$ cat src/rtl/secuenciador_slots_pkg.sv
// Shared definitions for the four-slot pneumatic step sequencer.
package secuenciador_slots_pkg;

   typedef enum logic [1:0] {
      ST_IDLE  = 2'd0,
      ST_RUN   = 2'd1,
      ST_FAULT = 2'd2
   } estado_t;

   localparam logic [1:0] SENS_A0 = 2'd0;
   localparam logic [1:0] SENS_A1 = 2'd1;
   localparam logic [1:0] SENS_B0 = 2'd2;
   localparam logic [1:0] SENS_B1 = 2'd3;

   // Sensor index that ends step 'paso', packed two bits per step.
   function automatic logic [1:0] sel_paso(input logic [7:0] sel, input logic [1:0] paso);
      return sel[{paso, 1'b0} +: 2];
   endfunction

endpackage

$ cat src/rtl/secuenciador_slots_filtro.sv
// Input conditioning: 2-flop synchronizer followed by a consecutive-sample debouncer.
module filtro_entrada #(
   parameter int DEB_CYCLES = 4
) (
   input  logic clk,
   input  logic rst,
   input  logic din,
   output logic dout
);

   localparam int DEB_W = (DEB_CYCLES > 1) ? $clog2(DEB_CYCLES) : 1;

   logic             sync_p0;
   logic             sync_p1;
   logic [DEB_W-1:0] cnt;

   always_ff @(posedge clk or posedge rst) begin
      if (rst) begin
         sync_p0 <= 1'b0;
         sync_p1 <= 1'b0;
         cnt     <= '0;
         dout    <= 1'b0;
      end else begin
         sync_p0 <= din;
         sync_p1 <= sync_p0;
         // Any sample agreeing with the current output restarts the run.
         if (sync_p1 != dout) begin
            if (cnt == DEB_W'(DEB_CYCLES - 1)) begin
               dout <= sync_p1;
               cnt  <= '0;
            end else begin
               cnt <= cnt + 1'b1;
            end
         end else begin
            cnt <= '0;
         end
      end
   end

endmodule

$ cat src/rtl/secuenciador_slots.sv
// Four-slot cylinder step sequencer: filtered start/sensors, per-step watchdog,
// emergency stop and saturating completed-cycle counter.
module secuenciador_slots
   import secuenciador_slots_pkg::*;
#(
   parameter int DEB_CYCLES     = 4,
   parameter int TIMEOUT_CYCLES = 1000,
   parameter int CNT_W          = 16
) (
   input  logic             CLK,
   input  logic             RESET,
   input  logic             START,
   input  logic [3:0]       SENSOR,
   input  logic             STOP,
   input  logic             CLR_FAULT,
   input  logic [1:0]       START_SEL,
   input  logic [7:0]       STEP_SEL,
   output logic [3:0]       Q,
   output logic [1:0]       STEP,
   output logic             BUSY,
   output logic             DONE,
   output logic             FAULT,
   output logic [CNT_W-1:0] CYCLE_CNT
);

   localparam int TMR_W = $clog2(TIMEOUT_CYCLES + 1);

   logic             start_f;
   logic             start_prev;
   logic [3:0]       sens_f;
   logic             stop_p0;
   logic             stop_p1;
   estado_t          estado;
   logic [TMR_W-1:0] timer;
   logic [7:0]       sel_lat;
   logic             start_rise;
   logic             confirma;
   logic             vencido;

   function automatic logic [CNT_W-1:0] sat_inc(input logic [CNT_W-1:0] v);
      return (&v) ? v : v + 1'b1;
   endfunction

   filtro_entrada #(.DEB_CYCLES(DEB_CYCLES)) u_filtro_start (
      .clk  (CLK),
      .rst  (RESET),
      .din  (START),
      .dout (start_f)
   );

   for (genvar i = 0; i < 4; i++) begin : g_sens
      filtro_entrada #(.DEB_CYCLES(DEB_CYCLES)) u_filtro_sens (
         .clk  (CLK),
         .rst  (RESET),
         .din  (SENSOR[i]),
         .dout (sens_f[i])
      );
   end

   assign start_rise = start_f & ~start_prev;
   assign confirma   = sens_f[sel_paso(sel_lat, STEP)];
   assign vencido    = (timer == TMR_W'(TIMEOUT_CYCLES - 1));

   // STOP is only synchronized so the emergency path stays fast.
   always_ff @(posedge CLK or posedge RESET) begin
      if (RESET) begin
         stop_p0    <= 1'b0;
         stop_p1    <= 1'b0;
         start_prev <= 1'b0;
      end else begin
         stop_p0    <= STOP;
         stop_p1    <= stop_p0;
         start_prev <= start_f;
      end
   end

   always_ff @(posedge CLK or posedge RESET) begin
      if (RESET) begin
         estado    <= ST_IDLE;
         timer     <= '0;
         sel_lat   <= '0;
         Q         <= '0;
         STEP      <= '0;
         BUSY      <= 1'b0;
         DONE      <= 1'b0;
         FAULT     <= 1'b0;
         CYCLE_CNT <= '0;
      end else begin
         DONE <= 1'b0;
         if (stop_p1) begin
            estado <= ST_FAULT;
            Q      <= '0;
            BUSY   <= 1'b0;
            FAULT  <= 1'b1;
         end else begin
            case (estado)
               ST_IDLE: begin
                  if (start_rise && sens_f[START_SEL]) begin
                     estado  <= ST_RUN;
                     STEP    <= 2'd0;
                     timer   <= '0;
                     sel_lat <= STEP_SEL;
                     Q       <= 4'b0001;
                     BUSY    <= 1'b1;
                  end
               end
               ST_RUN: begin
                  // Confirmation is tested first so it wins over a coincident timeout.
                  if (confirma) begin
                     timer <= '0;
                     if (STEP == 2'd3) begin
                        estado    <= ST_IDLE;
                        Q         <= '0;
                        BUSY      <= 1'b0;
                        DONE      <= 1'b1;
                        CYCLE_CNT <= sat_inc(CYCLE_CNT);
                     end else begin
                        STEP <= STEP + 2'd1;
                        Q    <= Q << 1;
                     end
                  end else if (vencido) begin
                     estado <= ST_FAULT;
                     Q      <= '0;
                     BUSY   <= 1'b0;
                     FAULT  <= 1'b1;
                  end else begin
                     timer <= timer + 1'b1;
                  end
               end
               ST_FAULT: begin
                  if (CLR_FAULT) begin
                     estado <= ST_IDLE;
                     FAULT  <= 1'b0;
                  end
               end
               default: begin
                  estado <= ST_IDLE;
                  Q      <= '0;
                  BUSY   <= 1'b0;
               end
            endcase
         end
      end
   end

endmodule

$ cat config.mk
export PLATFORM = sky130hd
export DESIGN_NAME = secuenciador_slots
export DESIGN_NICKNAME = d
export VERILOG_FILES = /design/src/rtl/secuenciador_slots_pkg.sv /design/src/rtl/secuenciador_slots_filtro.sv /design/src/rtl/secuenciador_slots.sv
export SDC_FILE = /design/constraint.sdc
export NUM_CORES = 1
export LEC_CHECK = 0
export CORE_MARGIN = 2
export CORE_UTILIZATION = 59
export DETAILED_ROUTE_END_ITERATION = 16
export GPL_TIMING_DRIVEN = 0
export PLACE_DENSITY_LB_ADDON = 0.12
export SYNTH_ARGS = -nofsm -noshare
export SYNTH_HDL_FRONTEND = slang
export SYNTH_SLANG_ARGS = --single-unit
$ cat constraint.sdc
create_clock -name CLK -period 6.85 [get_ports CLK]
set_clock_uncertainty 0.05 [all_clocks]
set_input_delay 1.37 -clock CLK [delete_from_list [all_inputs] [get_ports CLK]]
set_output_delay 1.37 -clock CLK [all_outputs]
set_load 0.02 [all_outputs]
-- Word level (Yosys, flattened, before mapping)
Index checks and enable logic that the tools add are counted.
- $lt $le $gt $ge: 2
- shifts and indexed selects: 1
- reductions and logical operators: 18
- bitwise gates (word level): 4
- muxes and demuxes: 50
- add/subtract/negate cells: 8
- eq/ne operators: 25
- operator list (cell ; count):
    2-to-1 mux 2 bit ; 19
    2-to-1 mux 10 bit ; 3
    2-to-1 mux 4 bit ; 5
    one-hot mux 10 bit (2 select lines) ; 1
    adder 16 x 1 -> 16 bit, second input constant ; 1
    AND reduction 16 bit ; 1
    AND reduction 4 bit ; 4
    2-to-1 mux 1 bit ; 15
    != test 3 bit, second input constant ; 5
    == test 2 bit, second input constant ; 7
    adder 2 x 1 -> 2 bit, second input constant ; 6
    one-hot mux 4 bit (3 select lines) ; 1
    adder 10 x 1 -> 10 bit, second input constant ; 1
    == test 10 bit, second input constant ; 1
    AND reduction 2 bit ; 5
    AND reduction 5 bit ; 2
    != test 2 bit, second input constant ; 4
    != test 4 bit, second input constant ; 2
    indexed part select 8 x 4 -> 2 bit ; 1
    < comparator 2 x 3 -> 1 bit, second input constant ; 2
    one-hot mux 2 bit (3 select lines) ; 1
    AND reduction 3 bit ; 2
    != test 1 bit ; 5
    binary-select mux 1 bit (select 2 bit) ; 2
    10 further kinds ; 12
- flip-flop bits (word level): 73
- output and inout bits: 25
- logic and storage cells: 140

-- Depth between registers and ports, before layout
- depth in word-level cells: 6
- depth in mapped cells: 7
- gate-level depth less buffers: 6

-- Modules after synthesis
Synthesis repeated with hierarchy kept, for this count alone.
- cells, all modules: 291
- area, all modules: 3392.0 um2
- modules (own cells, without submodules) (module ; instances ; area an instance (um2) ; cells an instance):
    secuenciador_slots ; 1 ; 2503.7 ; 236
    filtro_entrada ; 5 ; 177.7 ; 11

-- Least setup slack after synthesis
Ideal clock, no wire load.
- kind: input -> register
- start: in START_SEL[0]
- end: reg sel_lat[0]
- arrival: 2744 ps
- cell stages on the path: 5
- setup slack: 3931 ps
- path through: mux2i_1 a21oi_1 nor4bb_1 buf_2 mux2_2
- longest elaborated chain between the ends: 4
- RTL lines (element ; RTL line ; text):
    start: declaration ; secuenciador_slots.sv:16 ; input logic [1:0] START_SEL,
    binary-select mux 1 bit (select 2 bit) ; secuenciador_slots.sv:98 ; if (start_rise && sens_f[START_SEL]) begin
    2-to-1 mux 1 bit (not written as such) ; secuenciador_slots.sv:98 ;
    logical AND 1 bit ; secuenciador_slots.sv:98 ;
    AND reduction 3 bit (no line) ; n/a ;
    end signal: assignment ; secuenciador_slots.sv:81 ; sel_lat <= '0;
    end signal: assignment ; secuenciador_slots.sv:102 ; sel_lat <= STEP_SEL;
    end: declaration ; secuenciador_slots.sv:35 ; logic [7:0] sel_lat;
Every way passes these cells. The select of a mux whose other input is x is not followed.
A chain may end at the register's enable or synchronous reset.

-- Worst setup path after layout
- start: in START_SEL[0]
- end: reg sel_lat[3]
Same word-level chain as after synthesis.

==> impl_metrics.tcl <==
set metrics [dict create \
    status "complete, no violations" \
    antenna_left 0 \
    ir_drop_mv 0.191 \
    cts.root.buffer_cell "clkbuf_8" \
    critical_path_arrival_ps 3640 \
    holdCritPathClass "reg2reg" \
    max-cap-violations 0 \
    setup_viol 0 \
    grt_util_all_layers 0.232 \
    drt-total-wl_mm 6.31 \
    viasPerCell 5.70 \
    start_kind "primary input" \
    fin_crit_ps 3460 \
    grt_max_degree 74 \
    h-tree-depth 3 \
    grt_pass1_wl_mm 11.0 \
    drc 0 \
    synthesis.nets 293 \
    fp.coreArea_sq_um 5440 \
    ys.flop_type "dfrtp_1" \
    syn2layout_area_growth_pct 22.3 \
    period_share 0.505 \
    die_x_um 78.4 \
    die-area_sq_um 6150 \
    endpoint_kind "register" \
    setup-tns-final_ps 0 \
    worst-slew-pin-transition_ps 1120 \
    clk_pin_slew_worst_paths_ps 70 \
    wl_per_cell_um 15.9 \
    vias 2264 \
    netlist_instances 266 \
    port_buffers 43 \
    dpl.hpwl_mm 4.31 \
    layoutNonFillerInstCount 397 \
    initial_core_util 0.601 \
    avgSynthCellArea_sq_um 12.3 \
    firstDrtPassIters 4 \
    drt_iter0_markers 108 \
    first_global_vias 2295 \
    yosysWarnings 0 \
    drv_slew 0 \
    post_cts_resized 0 \
    placed_cells 381 \
    gp_congestion 0.819 \
    ys_seq_area_frac 0.559 \
    n_antenna_cell 0 \
    critPathMaxFanout 10 \
    powerDensity_nw_per_um2 327 \
    regArea_sq_um 1830 \
    synth_cell_types 47 \
    num_rows 27 \
    syn_area_sq_um 3270 \
    io_pins 44 \
    hold_buffers 0 \
    cts_setup_buffers 0 \
    cts_buffers 9 \
    slew-limit-headroom 0.251 \
    synth_seq_cells 73 \
    clock_latency_ps 340 \
    cts.sink_count 73 \
    synth_edf_count 0 \
    fmax_ghz 0.289 \
    num-fill-cells 379 \
    path_class "in2reg" \
    cts_buffer_depth 2 \
    finalHoldViolCount 0 \
    nNetsFinal 347 \
    cts_tree "done" \
    leakagePower_nw 1.75 \
    die_h_um 78.4 \
    rsz0062_at_grt "no" \
    drive_above_1_share 0.132 \
    antenna_found_initial 0 \
    multi_input_area_sq_um 1350 \
    cp.required_ps 7030 \
    grt-ovfl-total 0 \
    async_reset_ff_frac 1.00 \
]
[final timing paths]
| check | start | end | slack [ps] | cells after the start |
|---|---|---|---|---|
| worst min register to register | g_sens[2].u_filtro_sens.sync_p0 | g_sens[2].u_filtro_sens.sync_p1 | 300 | 0 |
| worst max register to register | STEP[0] | CYCLE_CNT[3] | 4180 | 7 |
| max in group asynchronous | RESET | timer[7] | 4690 | 2 |
| worst min-delay path | g_sens[2].u_filtro_sens.sync_p0 | g_sens[2].u_filtro_sens.sync_p1 | 300 | 0 |
| worst max-delay path | START_SEL[0] | sel_lat[3] | 3390 | 6 |
| min in group asynchronous | RESET | g_sens[2].u_filtro_sens.dout | 1520 | 2 |
[flip-flops by register name, summed over array words and instances (netlist names), 2 cells and up]
name	cells
CYCLE_CNT	16
Q	4
STEP	2
estado	2
g_sens.u_filtro_sens.cnt	8
g_sens.u_filtro_sens.dout	4
g_sens.u_filtro_sens.sync_p0	4
g_sens.u_filtro_sens.sync_p1	4
sel_lat	8
timer	10
u_filtro_start.cnt	2
[metal layers]
metal,vias up,part of all wire,GRT usage
met1,1133,0.46,0.303
met3,8,0.040,0.0724
met2,42,0.49,0.370
met4,0,0.013,0.0772
li1,1081,-,-
met5,-,0,0
[critical path: stages]
cell and delay [ps]:
clkdlybuf4s50_1 520, mux2i_1 90, a21oi_1 330, nor4bb_1 590, buf_2 360, mux2_2 370
[cells in the final DEF (no fill, tap or decap), types with 3 or more instances in the layout]
| cell | instances |
|---|---|
| ha_1 | 8 |
| clkbuf_8 | 11 |
| dfrtp_1 | 73 |
| nand2b_1 | 3 |
| inv_1 | 13 |
| xor2_1 | 3 |
| nor3b_1 | 3 |
| or4_1 | 6 |
| nand4_1 | 12 |
| a21oi_1 | 5 |
| a22o_1 | 3 |
| mux2_2 | 16 |
| clkdlybuf4s50_1 | 43 |
| o31ai_1 | 4 |
| mux2i_1 | 5 |
| clkbuf_1 | 4 |
| nor2b_1 | 5 |
| nor2_1 | 3 |
| and3_1 | 8 |
| and2_1 | 6 |
| or3_1 | 4 |
| nand3_1 | 9 |
| nor3_1 | 6 |
| xnor2_1 | 17 |
| o221ai_1 | 7 |
| nand2_1 | 13 |
[per-stage QoR]
stage                     power (mW)  setup WS [ps]  utilization  hold slack [ps]  instance area, sq um
after detailed placement       0.975           3040        0.697              286                  3790
after floorplan                0.870           3580            -              281                  3270
after global routing            1.39           3220        0.735              306                  4000
after global placement         0.954           2430        0.697              282                  3790
after CTS                       1.32           3400        0.735              302                  4000
final                           1.31           3390        0.735              301                  4000
[cell type report]
cell class | instances | share of cell area
tap | 72 | 0.0225
sequential | 73 | 0.457
clock inverter | 4 | 0.0128
multi-input combinational | 172 | 0.339
clock buffer | 12 | 0.0388
inverter | 14 | 0.0138
timing repair buffer | 43 | 0.108
buffer | 7 | 0.00876
[cells by family after synthesis]
group,after synthesis,share of synthesized area
xor gates and xnor gates,20,0.0536
DFF,73,0.559
adders and majority gates,8,0.0306
AOI/OAI and AO/OA,29,0.0720
buffers and inverters,21,0.0268
muxes,25,0.0934
and+or+nand+nor,90,0.165
[cells in the mapped netlist, types with 3 or more instances]
cell,count,share of area
xnor2_1,17,0.046
nand4_1,12,0.023
ha_1,8,0.031
inv_1,14,0.016
and3_1,8,0.015
nor3b_1,3,0.0069
nand2_1,13,0.015
nand3_1,9,0.014
mux2i_1,5,0.015
a21oi_1,5,0.0077
or3_1,4,0.0077
mux2_2,16,0.055
clkbuf_1,3,0.0034
a22o_1,3,0.0080
o31ai_1,4,0.0092
o221ai_1,7,0.019
nand2b_1,3,0.0057
dfrtp_1,73,0.56
xor2_1,3,0.0080
nor3_1,6,0.0092
and2_1,6,0.011
or4_1,6,0.014
nor2b_1,5,0.0096
nor2_1,3,0.0034
[power by group]
| part | total, mW | switching, mW | internal (mW) |
|---|---|---|---|
| logic | 0.352 | 0.180 | 0.171 |
| registers | 0.614 | 0.0817 | 0.532 |
| clock network | 0.343 | 0.155 | 0.188 |
| total | 1.31 | 0.417 | 0.892 |
Power figures use the tool's default switching activity.
